### config.mk
export PLATFORM = sky130hd
export DESIGN_NAME = jtag_1149_d10_mstr_rx_link_mgr
export DESIGN_NICKNAME = d
export VERILOG_FILES = /design/src/rtl/jtag_1149_d10_mstr_rx_link_mgr.sv
export SDC_FILE = /design/constraint.sdc
export NUM_CORES = 1
export LEC_CHECK = 0
export ABC_AREA = 0
export CORE_MARGIN = 2
export CORE_UTILIZATION = 50
export DETAILED_ROUTE_END_ITERATION = 12
export PLACE_DENSITY = 0.86
export SLEW_MARGIN = 40
export SYNTH_ARGS = -nofsm -noshare
export SYNTH_HDL_FRONTEND = slang
export SYNTH_SLANG_ARGS = --single-unit
export TNS_END_PERCENT = 5
### constraint.sdc
create_clock -name clk -period 3.3 [get_ports clk]
set_input_delay 0.495 -clock clk [delete_from_list [all_inputs] [get_ports clk]]
set_output_delay 0.495 -clock clk [all_outputs]
set_load 0.1 [all_outputs]
### src/rtl/jtag_1149_d10_mstr_rx_link_mgr.sv
// Master Rx link manager: follows each launched PEDDA packet through its
// response, decides on retry / fail / timeout, runs the XOFF watchdog and
// keeps saturating error statistics for the Rx-to-Tx control interface.
module jtag_1149_d10_mstr_rx_link_mgr #(
  parameter int RETRY_WIDTH    = 3,
  parameter int TOUT_WIDTH     = 16,
  parameter int ERR_CNTR_WIDTH = 16
) (
  input  logic                      clk,
  input  logic                      rst_n,
  input  logic [RETRY_WIDTH-1:0]    cfg_max_retry,
  input  logic [TOUT_WIDTH-1:0]     cfg_rsp_tout,
  input  logic [TOUT_WIDTH-1:0]     cfg_xoff_tout,
  input  logic                      cfg_tout_retry_en,
  input  logic                      sts_clr,
  input  logic                      send_pkt,
  input  logic                      sop_detected,
  input  logic                      rd_nxt_instr,
  input  logic                      error_char_detected,
  input  logic                      crc_error_detected,
  input  logic                      xoff_detected,
  input  logic                      xon_detected,
  output logic                      instr_retry,
  output logic [RETRY_WIDTH-1:0]    retry_cnt,
  output logic                      unrecoverable_error,
  output logic                      scan_rsp_time_out,
  output logic                      suspend_xmission,
  output logic                      xoff_time_out,
  output logic                      busy,
  output logic [ERR_CNTR_WIDTH-1:0] crc_err_cnt,
  output logic [ERR_CNTR_WIDTH-1:0] err_char_cnt,
  output logic [ERR_CNTR_WIDTH-1:0] tout_cnt
);

  localparam logic [2:0] ST_IDLE     = 3'd0;
  localparam logic [2:0] ST_WAIT_RSP = 3'd1;
  localparam logic [2:0] ST_RX_PKT   = 3'd2;
  localparam logic [2:0] ST_RETRY    = 3'd3;
  localparam logic [2:0] ST_FAIL     = 3'd4;

  localparam logic [TOUT_WIDTH-1:0]     T_ONE = {{(TOUT_WIDTH-1){1'b0}}, 1'b1};
  localparam logic [RETRY_WIDTH-1:0]    R_ONE = {{(RETRY_WIDTH-1){1'b0}}, 1'b1};
  localparam logic [ERR_CNTR_WIDTH-1:0] C_ONE = {{(ERR_CNTR_WIDTH-1){1'b0}}, 1'b1};

  logic [2:0]             state, state_nxt;
  logic [TOUT_WIDTH-1:0]  rsp_timer, rsp_timer_nxt;
  logic [TOUT_WIDTH-1:0]  xoff_timer;
  logic [RETRY_WIDTH-1:0] retry_cnt_nxt;
  logic                   err_evt;
  logic                   rsp_frozen;
  logic                   rsp_tout_hit;
  logic                   take_err;
  logic                   tout_fire;
  logic                   retry_fire;
  logic                   xoff_fire;

  assign err_evt    = error_char_detected | crc_error_detected;
  // The response timer stands still while Tx is held off by XOFF.
  assign rsp_frozen = suspend_xmission;
  assign rsp_tout_hit = (cfg_rsp_tout != '0) && !rsp_frozen &&
                        (rsp_timer == cfg_rsp_tout - T_ONE);

  // A fresh XOFF restarts the watchdog instead of letting it expire.
  assign xoff_fire = (cfg_xoff_tout != '0) && suspend_xmission && !xoff_detected &&
                     (xoff_timer == cfg_xoff_tout - T_ONE);

  // Response state machine: next state, timer and retry budget.
  always_comb begin
    // NOTE: every variable gets a default first so no path leaves it unassigned (no latch).
    state_nxt     = state;
    rsp_timer_nxt = rsp_timer;
    retry_cnt_nxt = retry_cnt;
    take_err      = 1'b0;
    tout_fire     = 1'b0;
    retry_fire    = 1'b0;
    case (state)
      ST_IDLE: begin
        rsp_timer_nxt = '0;
        if (send_pkt) state_nxt = ST_WAIT_RSP;
      end
      ST_WAIT_RSP, ST_RX_PKT: begin
        rsp_timer_nxt = rsp_frozen ? rsp_timer : rsp_timer + T_ONE;
        if (err_evt) begin
          take_err = 1'b1;
        end else if (state == ST_RX_PKT && rd_nxt_instr) begin
          state_nxt     = ST_IDLE;
          retry_cnt_nxt = '0;
          rsp_timer_nxt = '0;
        end else if (state == ST_WAIT_RSP && sop_detected) begin
          state_nxt     = ST_RX_PKT;
          rsp_timer_nxt = '0;
        end else if (rsp_tout_hit) begin
          tout_fire = 1'b1;
          if (cfg_tout_retry_en) begin
            take_err = 1'b1;
          end else begin
            state_nxt     = ST_IDLE;
            retry_cnt_nxt = '0;
            rsp_timer_nxt = '0;
          end
        end
        if (take_err) begin
          rsp_timer_nxt = '0;
          if (retry_cnt < cfg_max_retry) begin
            retry_fire    = 1'b1;
            retry_cnt_nxt = retry_cnt + R_ONE;
            state_nxt     = ST_RETRY;
          end else begin
            state_nxt = ST_FAIL;
          end
        end
      end
      ST_RETRY: begin
        rsp_timer_nxt = '0;
        if (send_pkt) state_nxt = ST_WAIT_RSP;
      end
      ST_FAIL: begin
        rsp_timer_nxt = '0;
        if (sts_clr) begin
          state_nxt     = ST_IDLE;
          retry_cnt_nxt = '0;
        end
      end
      default: begin
        state_nxt     = ST_IDLE;
        rsp_timer_nxt = '0;
      end
    endcase
  end

  // State, timer and registered FSM outputs.
  always_ff @(posedge clk or negedge rst_n) begin
    if (!rst_n) begin
      state               <= ST_IDLE;
      rsp_timer           <= '0;
      retry_cnt           <= '0;
      instr_retry         <= 1'b0;
      scan_rsp_time_out   <= 1'b0;
      busy                <= 1'b0;
      unrecoverable_error <= 1'b0;
    end else begin
      // NOTE: sequential state uses non-blocking assignments so every register samples pre-edge values.
      state               <= state_nxt;
      rsp_timer           <= rsp_timer_nxt;
      retry_cnt           <= retry_cnt_nxt;
      instr_retry         <= retry_fire;
      scan_rsp_time_out   <= tout_fire;
      busy                <= (state_nxt != ST_IDLE);
      unrecoverable_error <= (state_nxt == ST_FAIL);
    end
  end

  // Flow control: XOFF/XON tracking and the XOFF watchdog.
  always_ff @(posedge clk or negedge rst_n) begin
    if (!rst_n) begin
      suspend_xmission <= 1'b0;
      xoff_timer       <= '0;
      xoff_time_out    <= 1'b0;
    end else begin
      xoff_time_out <= xoff_fire;
      if (xoff_detected)                   suspend_xmission <= 1'b1;
      else if (xoff_fire || xon_detected)  suspend_xmission <= 1'b0;
      if (suspend_xmission && !xoff_detected && !xoff_fire) xoff_timer <= xoff_timer + T_ONE;
      else                                                  xoff_timer <= '0;
    end
  end

  // Saturating statistics; a clear beats a coincident increment.
  always_ff @(posedge clk or negedge rst_n) begin
    if (!rst_n) begin
      crc_err_cnt  <= '0;
      err_char_cnt <= '0;
      tout_cnt     <= '0;
    end else if (sts_clr) begin
      crc_err_cnt  <= '0;
      err_char_cnt <= '0;
      tout_cnt     <= '0;
    end else begin
      if (crc_error_detected && !(&crc_err_cnt))   crc_err_cnt  <= crc_err_cnt + C_ONE;
      if (error_char_detected && !(&err_char_cnt)) err_char_cnt <= err_char_cnt + C_ONE;
      if (tout_fire && !(&tout_cnt))               tout_cnt     <= tout_cnt + C_ONE;
    end
  end

endmodule
==> flow_summary.rst, run 1 <==
.. list-table::
   :header-rows: 1

   * - Metric
     - Value
   * - Clock transition at the registers of the reported paths
     - 60 ps
   * - Count of flip-flops with a built-in enable after synthesis
     - 0
   * - Wirelength, routed
     - 14.7 mm
   * - Initial Utilization
     - 51.7%
   * - Worst reg-to-reg setup slack
     - 220 ps
   * - Top-level I/O count
     - 103
   * - Number of CTS-inserted buffers
     - 9
   * - Final estimated routing congestion in global placement
     - 0.949
   * - DIE WIDTH
     - approximately 110 µm
   * - Synthesis-to-layout area growth
     - 29.1%
   * - Worst relative slew slack
     - a little over three fifths
   * - Synthesis-stage register bit count
     - 92
   * - Least-Margin Pin Slew
     - 554 ps
   * - Length of the first detailed-routing pass in iterations
     - 5
   * - Post-Place Worst Slack
     - -776 ps
   * - Max Clock Skew
     - 6.05 ps
   * - Skew-Pair Late Insertion Delay
     - 340 ps
   * - Mux share of post-synthesis cell area
     - 1.43%
   * - Fraction of power spent switching nets
     - 33.8%
   * - HPWL Detailed
     - 11.0 mm
   * - Unrepaired setup endpoints after global routing
     - yes
   * - Final core area utilization
     - 66.8%
   * - End of the critical path
     - tout_cnt[7]$_DFFE_PN0P_
   * - Fraction of the mapped netlist area in compound gates
     - 10.9%
   * - Maximum Capacitance Violations
     - 0
   * - Worst R2R Path Depth
     - 9
   * - Maximum vdd ir drop
     - 0.873 mV
   * - Critical path endpoint category
     - flop
   * - Syn Nets
     - 705
   * - TritonCTS clock tree
     - done
   * - Fraction of layout cells with a size suffix above 1
     - 17.6%
   * - Final setup viols
     - 0
   * - Clock Root Buffer
     - clkbuf_16
   * - Nets@finish
     - roughly 850
   * - Routed len/inst
     - between 15 and 20 µm
   * - Path type of the worst min-delay path
     - input pin to asynchronous set/reset pin
   * - Cell internal power dissipation
     - 2170 µW
   * - Detailed-route via count
     - about 5300
   * - Vias in the first global route
     - 5158
   * - Max Freq
     - a little over 300 MHz
   * - Maximum number of pins on one net before global-route repair
     - 60
   * - Post-synthesis cell type with the largest combined area
     - dfrtp_1
   * - Source of the worst register-to-register timing path
     - rsp_timer[1]$_DFF_PN0_
   * - First-pass GRT wire length
     - roughly 25 mm
   * - Setup crit start kind
     - input pin
   * - 1st-iter DRT viols
     - 293
   * - I/O Buffers
     - between 100 and 150
   * - Count of nets left with antenna violations after detail routing
     - 0
   * - Antenna cells
     - 0
   * - Antenna violations before repair
     - 0
   * - Fraction of the mapped netlist area in simple logic gates
     - 26.9%
   * - CP arrival
     - 3550 ps
   * - Main combinational cell family by area after synthesis
     - simple AND/OR/NAND/NOR gates
   * - CTS HTree Levels
     - 3
   * - Sequential cell fraction of total power
     - 38.4%
   * - Source of the critical timing path
     - cfg_rsp_tout[9]
   * - Overflow left after global routing
     - 0
   * - Kind of critical path
     - input pin to flop
   * - Ratio of final minimum period to clock period
     - 99.5%
   * - Pwr per Cell Area
     - 446 nW/µm²
   * - Most used DFF post-synth
     - dfrtp_1
   * - Overall die area
     - 12200 µm²
   * - Maximum number of buffers from clock root to sink
     - 2
   * - Combined global-route utilization of all metal layers
     - 24.5%
   * - Combinational fraction of design power
     - about 28%
   * - Avg Inst Size Synth
     - 8.77 µm²
   * - Post-synth top area share
     - 40.5%
   * - YS warnings
     - 0
   * - Arithmetic-cell share of the synthesized area counting full adders, half adders and majority gates
     - under 10%
   * - Worst Slack Setup Final
     - 18.0 ps
   * - Total power draw
     - 3270 µW
   * - Critical register-to-register path endpoint
     - tout_cnt[7]$_DFFE_PN0P_
   * - Lkg Pwr
     - 0.00323 µW
   * - Maximum fanout along the worst path
     - 6
   * - Status
     - completed
   * - Worst EP required
     - 3570 ps
   * - Largest cells by area after synthesis
     - dfrtp_1 41%, xor2_1 8.8%, nor2_1 6.3%, xnor2_1 6.2%, nand2_1 3.2%
   * - Shortest clock period the worst path allows after layout
     - 3280 ps
   * - Clock network fraction of total power
     - 33.3%
   * - Chip height
     - 111 µm
   * - Number of sinks on the clock net
     - 92
   * - Ys async rst share
     - 100%
   * - Drt drc
     - 0
   * - Final-report max-slew violation count
     - 0
   * - Endpoints failing hold
     - 0
   * - Post-synthesis cell area
     - 5680 µm²
   * - Std-Cell Core Area
     - 11000 µm²
   * - Count of cell types in the netlist
     - 56
   * - Most frequent cells in the layout
     - 96 x nor2_1, 91 x dfrtp_1, 70 x buf_4, 57 x xor2_1, 48 x nand2_1
   * - Switching power
     - ~1100 µW
   * - Mapped Cells
     - approximately 650
   * - Vias/cell
     - approximately 5.7
   * - Xor-xnor portion of the synthesized cell area
     - approximately 15%
   * - Sequential cell area fraction in the yosys report
     - 40.5%
   * - Placement Rows
     - 38
   * - Most frequent standard cell in the layout excluding fill and tap cells
     - nor2_1
   * - Hold Worst Slack
     - 109 ps
==> Yosys cell counts (4+ instances only) <==
master    count
a21boi_0      5
inv_1        22
nor2_1       96
or3_1        19
mux2i_1       7
xnor2_1      40
a31oi_1       4
nor2b_1       7
nand3_1      30
nor4_1       13
ha_1         11
nand2b_1      8
clkbuf_1     16
or4_1        10
nor3_1       13
o21ai_0      24
nand2_1      48
nand4_1      20
xor2_1       57
a21oi_1      26
nand3b_1      5
and2_1        7
dfrtp_1      92
and3_1        8
a211oi_1      6
==> state kept, by name (all words and copies together), names as in the netlist <==
| name | cells |
|---|---|
| scan_rsp_time_out | 1 |
| tout_cnt | 16 |
| suspend_xmission | 1 |
| xoff_time_out | 1 |
| instr_retry | 1 |
| state | 3 |
| busy | 1 |
| retry_cnt | 3 |
| rsp_timer | 16 |
| err_char_cnt | 16 |
| crc_err_cnt | 16 |
| unrecoverable_error | 1 |
| xoff_timer | 16 |
==> layout make-up <==
cell class | instances | area, µm²
multi-input cells | 515 | 3300
well taps | 140 | 175
clock inverters | 4 | 73.8
inverters | 22 | 82.6
repair buffers | 150 | 1170
clock buffers | 12 | 236
fillers | 908 | 3650
flip-flops and latches | 92 | 2300
==> kinds of logic after synthesis <==
kind of cell               Yosys count
and+or+nand+nor                    301
DFF                                 92
adders and majority gates           11
xor gates and xnor gates            97
muxes                                8
buffers and inverters               42
AOI/OAI and AO/OA                   97
==> through the flow <==
stage	std cells	cell area [µm²]	TNS (ps)
finish	935	7330	0
global route	935	7330	-39.8
CTS	935	7300	0
detailed placement	916	6920	-17260
global placement	916	7090	-11720
floorplan	648	5700	0
==> worst min path at each step <==
stage / from / to / slack [ps] / depth (start not counted)
6_report: rst_n / xoff_timer[2]$_DFF_PN0_ / 110 / 1
5_1_grt: rst_n / rsp_timer[2]$_DFF_PN0_ / 160 / 1
4_1_cts: rst_n / rsp_timer[2]$_DFF_PN0_ / 250 / 1
3_5_place_dp: retry_cnt[0]$_DFFE_PN0P_ / retry_cnt[0]$_DFFE_PN0P_ / 510 / 1
3_3_place_gp: retry_cnt[0]$_DFFE_PN0P_ / retry_cnt[0]$_DFFE_PN0P_ / 500 / 1
2_1_floorplan: rst_n / busy$_DFF_PN0_ / 200 / 0
==> what timing repair did <==
action / 4_1_cts / 5_1_grt
cloned: 1 / 0
buffers inserted: 2 / 0
pin swaps: 11 / 4
hold buffers: 0 / 0
resized for setup: 15 / 8
endpoints found under the setup margin: 18 / 28
==> power groups by stage <==
stage          Clock, µW  Combinational [µW]  Sequential [µW]
2_1_floorplan          0                 372             1530
5_1_grt             1160                 991             1270
6_report            1090                 924             1260
4_1_cts             1110                 920             1260
3_5_place_dp           0                 914             1280
3_3_place_gp           0                 923             1270
==> per-layer routing <==
metal	share of wire (%)	GRT usage, %	vias to the layer above	wire [µm]
li1	-	-	2562	-
met1	43	31.4	2544	6310
met2	50	41.4	162	7400
met3	4.8	4.83	31	712
met4	2.2	8.50	0	323
met5	0	0	-	0
==> worst max-delay path: stages <==
cell	delay, ps
clkdlybuf4s50_1	450
buf_4	180
nor4_1	300
buf_4	200
nor4bb_1	210
o21ai_0	170
a22oi_1	230
nand4bb_1	160
buf_6	170
or4_4	450
or3_4	390
a21oi_2	140
(Power assumes the default switching activity.)
==> run 2, diff against run 1 <==
--- a/config.mk
+++ b/config.mk
@@ -6,11 +6,10 @@
 export NUM_CORES = 1
 export LEC_CHECK = 0
 export ABC_AREA = 0
-export CORE_MARGIN = 2
 export CORE_UTILIZATION = 50
 export DETAILED_ROUTE_END_ITERATION = 12
 export PLACE_DENSITY = 0.86
-export SLEW_MARGIN = 40
+export SLEW_MARGIN = 10
 export SYNTH_ARGS = -nofsm -noshare
 export SYNTH_HDL_FRONTEND = slang
 export SYNTH_SLANG_ARGS = --single-unit
==> run 2 against run 1 <==
  * Via count grew 2.0%
  * Largest power group unchanged
  * Register-to-register slack improved by 110 ps
  * Critical endpoint is now tout_cnt[9]$_DFFE_PN0P_
  * First-iteration DRC count is 7.2% lower
  * Fmax rose by 3.1%
  * Sequential power is essentially flat
  * Worst hold slack better by 31 ps
  * Sequential share of layout area shrank 0.68 points
  * Final cell count decreased by 0.21%
  * Highest routed layer unchanged
  * Clock power fell by 6%
==> flow_summary.rst, run 2 (synthesized netlist as in run 1, its figures left out) <==
.. list-table::
   :header-rows: 1

   * - Metric
     - Value
   * - Clock transition at the registers of the reported paths
     - 60 ps
   * - Chip height
     - 109 µm
   * - Maximum number of pins on one net before global-route repair
     - 52
   * - Max Freq
     - 314 MHz
   * - Final setup viols
     - 0
   * - Overall die area
     - 11800 µm²
   * - Maximum number of buffers from clock root to sink
     - 2
   * - Number of sinks on the clock net
     - between 90 and 100
   * - Setup crit start kind
     - input pin
   * - HPWL Detailed
     - approximately 11 mm
   * - CTS HTree Levels
     - 3
   * - Count of nets left with antenna violations after detail routing
     - 0
   * - Endpoints failing hold
     - 0
   * - Final setup TNS
     - 0 ps
   * - Wirelength, routed
     - 14.9 mm
   * - Worst Slack Setup Final
     - 115 ps
   * - Detailed-route via count
     - 5404
   * - Synthesis-to-layout area growth
     - 31.9%
   * - Lkg Pwr
     - 0.00313 µW
   * - Post-Place Worst Slack
     - -782 ps
   * - Critical path endpoint category
     - flop
   * - Vias/cell
     - between 5 and 6
   * - I/O Buffers
     - between 100 and 150
   * - Antenna violations before repair
     - 0
   * - Maximum Capacitance Violations
     - 0
   * - Most frequent cells in the layout
     - 96 x nor2_1, 91 x dfrtp_1, 77 x clkdlybuf4s50_1, 67 x buf_4, 57 x xor2_1
   * - Length of the first detailed-routing pass in iterations
     - 5
   * - Number of CTS-inserted buffers
     - 9
   * - Maximum fanout along the worst path
     - 10
   * - Antenna cells
     - 0
   * - Routed len/inst
     - approximately 16 µm
   * - Worst EP required
     - 3500 ps
   * - First-pass GRT wire length
     - 24.5 mm
   * - Least-Margin Pin Slew
     - a little under 1000 ps
   * - Non-filler instance count after layout
     - approximately 930
   * - Overflow left after global routing
     - 0
   * - Clock Root Buffer
     - clkbuf_16
   * - Most frequent standard cell in the layout excluding fill and tap cells
     - nor2_1
   * - Placed Cells
     - 913
   * - Worst R2R Path Depth
     - 9
   * - Combined global-route utilization of all metal layers
     - 26.1%
   * - Vias in the first global route
     - 5326
   * - Initial Utilization
     - 52.0%
   * - Placement Rows
     - 38
   * - Worst relative slew slack
     - 33.9%
   * - 1st-iter DRT viols
     - 272
   * - Kind of critical path
     - input pin to flop
   * - Path type of the worst min-delay path
     - input pin to asynchronous set/reset pin
   * - Unrepaired setup endpoints after global routing
     - no
   * - Std-Cell Core Area
     - 10900 µm²
   * - Pwr per Cell Area
     - 434 nW/µm²
   * - Final estimated routing congestion in global placement
     - 0.906
   * - Max Clock Skew
     - 10.9 ps
   * - Top-level I/O count
     - roughly 100
   * - Final-report max-slew violation count
     - 0
   * - Drt drc
     - 0
   * - Shortest clock period the worst path allows after layout
     - 3180 ps
   * - Total power draw
     - 3250 µW
   * - Nets@finish
     - 846
   * - CP arrival
     - 3380 ps
   * - Maximum vdd ir drop
     - 0.434 mV
   * - TritonCTS clock tree
     - done
   * - Skew-Pair Late Insertion Delay
     - 340 ps
   * - Ratio of final minimum period to clock period
     - a little over nine tenths
   * - Fraction of layout cells with a size suffix above 1
     - between 10% and 20%
   * - DIE WIDTH
     - around 110 µm
   * - Number of filler instances in the final layout
     - 867
   * - Status
     - completed
## run 2: cell count changes in the layout (fill, tap and decap cells not counted), sizes merged
cell           before  now
buf               106   70
inv                22   23
clkdlybuf4s50      40   77
bufinv              2    1
clkinv              2    0
clkinvlp            0    1
dlymetal6s2s        2    0
## run 2: repair_timing
action / 4_1_cts / 5_1_grt
hold buffers: 0 / 0
gates cloned: 1 / 0
gates resized for setup: 17 / 6
pin swaps: 8 / 3
setup buffers: 3 / 1
endpoints found under the setup margin: 20 / 21
## run 2: path summary, 6_finish.rpt
check,start,to,slack (ps)
max,cfg_rsp_tout[2],tout_cnt[9]$_DFFE_PN0P_,120
min,rst_n,tout_cnt[12]$_DFFE_PN0P_,140
max reg2reg,rsp_timer[0]$_DFF_PN0_,tout_cnt[9]$_DFFE_PN0P_,330
min reg2reg,retry_cnt[0]$_DFFE_PN0P_,retry_cnt[0]$_DFFE_PN0P_,540
max in group asynchronous,rst_n,xoff_timer[7]$_DFF_PN0_,2510
min in group clk,retry_cnt[0]$_DFFE_PN0P_,retry_cnt[0]$_DFFE_PN0P_,540
## run 2: routing by layer
metal  part of all wire (%)  routed length [µm]  global-route usage (%)  vias up
met1                     41                6150                    32.4     2631
li1                       -                   -                       -     2558
met4                    2.1                 320                    11.6        0
met3                    4.8                 722                    3.47       33
met5                      0                   0                       0        -
met2                     52                7740                    45.3      182
## run 2: power breakdown
group / internal (µW) / switching (µW)
logic: 351 / 610
registers: 1190 / 71.3
clock network: 607 / 423
total: 2150 / 1100
## run 2: through the flow
stage	hold WS [ps]	util (%)	area [µm²]
6_report	139	68.6	7500
2_1_floorplan	199	-	5700
5_1_grt	190	68.6	7500
3_5_place_dp	520	64.9	7090
3_3_place_gp	502	64.9	7090
4_1_cts	159	68.4	7470
## run 2: layout make-up
cell class	instances	area [µm²]	share of cell area, %
multi-input cells	515	3310	44.1
flip-flops and latches	92	2300	30.7
repair buffers	149	1340	17.8
clock buffers	12	246	3.29
well taps	140	175	2.34
inverters	22	82.6	1.10
clock inverters	3	46.3	0.617
## run 2: worst max-delay path, cell delays in order
cell and delay, ps:
clkdlybuf4s50_1 420, buf_4 180, or4b_2 620, nor4_2 190
xnor2_1 150, nand4_1 130, nand4bb_4 270, buf_4 170
or4_4 450, o21ai_0 200, a21oi_1 90
==> run 3, diff against run 2 <==
--- a/config.mk
+++ b/config.mk
@@ -9,6 +9,7 @@
 export CORE_UTILIZATION = 50
 export DETAILED_ROUTE_END_ITERATION = 12
 export PLACE_DENSITY = 0.86
+export SKIP_LAST_GASP = 1
 export SLEW_MARGIN = 10
 export SYNTH_ARGS = -nofsm -noshare
 export SYNTH_HDL_FRONTEND = slang
==> run 3 against run 2 <==
  * Total power is essentially flat
  * Critical path depth stayed put
  * Register-to-register slack is essentially flat
  * Worst hold slack about the same
  * Via count is 0.50% lower
  * Sequential share of layout area hardly changed
  * Clock power is essentially flat
  * Flip-flop and latch count unchanged
  * Die area did not move
  * Non-clock buffer count did not move
  * Combinational power is essentially flat
  * Clock-buffer cell count unchanged
  * Critical path type unchanged
  * Critical endpoint is now tout_cnt[15]$_DFFE_PN0P_
  * Largest cell class unchanged
  * Largest power group unchanged
  * Highest routed layer unchanged
==> flow_summary.rst, run 3 (synthesized netlist as in run 1, its figures left out) <==
.. list-table::
   :header-rows: 1

   * - Metric
     - Value
   * - Antenna cells
     - 0
   * - Most frequent standard cell in the layout excluding fill and tap cells
     - nor2_1
   * - Routing usage on met1
     - ~32%
   * - I/O Buffers
     - 102
   * - Clock transition at the registers of the reported paths
     - 70 ps
   * - Routed len/inst
     - 16.0 µm
   * - Final-report max-slew violation count
     - 0
   * - Initial Utilization
     - between 50% and 60%
   * - Endpoints failing hold
     - 0
   * - Number of CTS-inserted buffers
     - 9
   * - Chip height
     - 109 µm
   * - # hold bufs at CTS
     - 0
   * - Hold Worst Slack
     - roughly 140 ps
   * - Length of the first detailed-routing pass in iterations
     - 5
   * - Worst reg-to-reg setup slack
     - 320 ps
   * - Vias in the first global route
     - about 5300
   * - Maximum vdd ir drop
     - 0.435 mV
   * - Met2 Use GR
     - 45.3%
   * - Shortest clock period the worst path allows after layout
     - 3200 ps
   * - Final core area utilization
     - 68.5%
   * - Wirelength, routed
     - 15.0 mm
   * - Drt drc
     - 0
   * - Max Freq
     - around 310 MHz
   * - Pwr per Cell Area
     - 434 nW/µm²
   * - Most used cell along the critical path
     - buf_4
   * - Placement Rows
     - 38
   * - CP arrival
     - 3400 ps
   * - Maximum Capacitance Violations
     - 0
   * - Std-Cell Core Area
     - roughly 11000 µm²
   * - Total power draw
     - 3250 µW
   * - Post-Place Worst Slack
     - -782 ps
   * - Unrepaired setup endpoints after global routing
     - yes
   * - Overall die area
     - 11800 µm²
   * - Status
     - completed
   * - Top-level I/O count
     - slightly above 100
   * - First-pass GRT wire length
     - approximately 25 mm
   * - Kind of critical path
     - input pin to flop
   * - Bufs and invs on worst path
     - 3
   * - Most crowded layer after global routing
     - met2
   * - Fraction of layout cells with a size suffix above 1
     - 13.2%
   * - Nets@finish
     - 846
   * - Combined global-route utilization of all metal layers
     - a little over a quarter
   * - Maximum fanout along the worst path
     - 10
   * - Maximum number of pins on one net before global-route repair
     - 52
   * - Number of sinks on the clock net
     - 92
   * - Cell type group with the largest total delay on the critical path
     - simple AND/OR/NAND/NOR gates
   * - Worst Slack Setup Final
     - 100 ps
   * - HPWL Detailed
     - 11.0 mm
   * - Clock Root Buffer
     - clkbuf_16
   * - Critical path endpoint category
     - flop
   * - Cell with the largest stage delay on the worst path
     - or4b_2
   * - Worst EP required
     - 3500 ps
   * - Setup crit start kind
     - input pin
   * - Ratio of final minimum period to clock period
     - around 97%
   * - Count of nets left with antenna violations after detail routing
     - 0
   * - CTS HTree Levels
     - 3
   * - Most frequent cells in the layout
     - 96 x nor2_1, 91 x dfrtp_1, 77 x clkdlybuf4s50_1, 67 x buf_4, 57 x xor2_1
   * - Synthesis-to-layout area growth
     - 31.9%
   * - Least-Margin Pin Slew
     - 989 ps
   * - Final setup viols
     - 0
   * - Skew-Pair Late Insertion Delay
     - 340 ps
   * - Path type of the worst min-delay path
     - input pin to asynchronous set/reset pin
   * - Routing usage on met3
     - 3.47%
   * - Max incr delay on CP
     - 620 ps
   * - Critical path cell sequence
     - clkdlybuf4s50_1 -> buf_4 -> or4b_2 -> nor4_2 -> xnor2_1 -> nand4_1 -> nand4bb_4 -> buf_4 -> or4_4 -> o21ai_0 -> a21oi_1
   * - Antenna violations before repair
     - 0
   * - Max Clock Skew
     - 10.1 ps
   * - Detailed-route via count
     - about 5400
   * - 1st-iter DRT viols
     - 280
   * - Worst relative slew slack
     - 33.9%
   * - Final setup TNS
     - 0 ps
   * - Vias/cell
     - 5.76
   * - Maximum number of buffers from clock root to sink
     - 2
   * - DIE WIDTH
     - 109 µm
   * - Final estimated routing congestion in global placement
     - a little over 0.9
   * - Lkg Pwr
     - 0.00313 µW
   * - Overflow left after global routing
     - 0
   * - TritonCTS clock tree
     - done
==> run 3: per-layer routing <==
metal,vias up,wire (µm)
met5,-,0
met4,0,321
met3,32,722
met2,177,7730
met1,2613,6190
li1,2555,-
==> run 3: cell type report <==
class | count | area [µm²]
clock inverters | 3 | 46.3
well taps | 140 | 175
repair buffers | 149 | 1340
flip-flops and latches | 92 | 2300
inverters | 22 | 82.6
fillers | 867 | 3440
clock buffers | 12 | 246
multi-input cells | 515 | 3300
==> run 3: per-stage QoR <==
stage          instances  area, µm²
2_1_floorplan        648       5700
3_3_place_gp         913       7090
3_5_place_dp         913       7090
4_1_cts              932       7470
5_1_grt              933       7490
6_report             933       7490
==> run 3: final timing paths <==
| path | start | to | depth (start not counted) |
|---|---|---|---|
| max | cfg_rsp_tout[2] | tout_cnt[15]$_DFFE_PN0P_ | 11 |
| min | rst_n | tout_cnt[12]$_DFFE_PN0P_ | 1 |
| max reg2reg | rsp_timer[0]$_DFF_PN0_ | tout_cnt[15]$_DFFE_PN0P_ | 9 |
| min reg2reg | retry_cnt[0]$_DFFE_PN0P_ | retry_cnt[0]$_DFFE_PN0P_ | 1 |
| max in group asynchronous | rst_n | xoff_timer[7]$_DFF_PN0_ | 2 |
| min in group clk | retry_cnt[0]$_DFFE_PN0P_ | retry_cnt[0]$_DFFE_PN0P_ | 1 |
==> run 3: worst reg2reg max path: cells and delay by family (launching register included) <==
family          cells  cell delay [ps]
compound gates      3              560
xor+xnor            1              150
buf+inv             1              180
flops               1              460
simple gates        4             1500
==> run 3: what timing repair did <==
| action | 4_1_cts | 5_1_grt |
|---|---|---|
| setup endpoints to repair | 20 | 21 |
| pin swaps | 8 | 3 |
| setup buffers | 3 | 1 |
| gates cloned | 1 | 0 |
| resized for setup | 17 | 5 |
| endpoints found under the hold margin | 0 | 0 |
==> run 3: power breakdown <==
group / total (µW) / switching, µW / internal [µW]
logic: 961 / 610 / 351
registers: 1260 / 72.3 / 1190
clock network: 1030 / 424 / 607
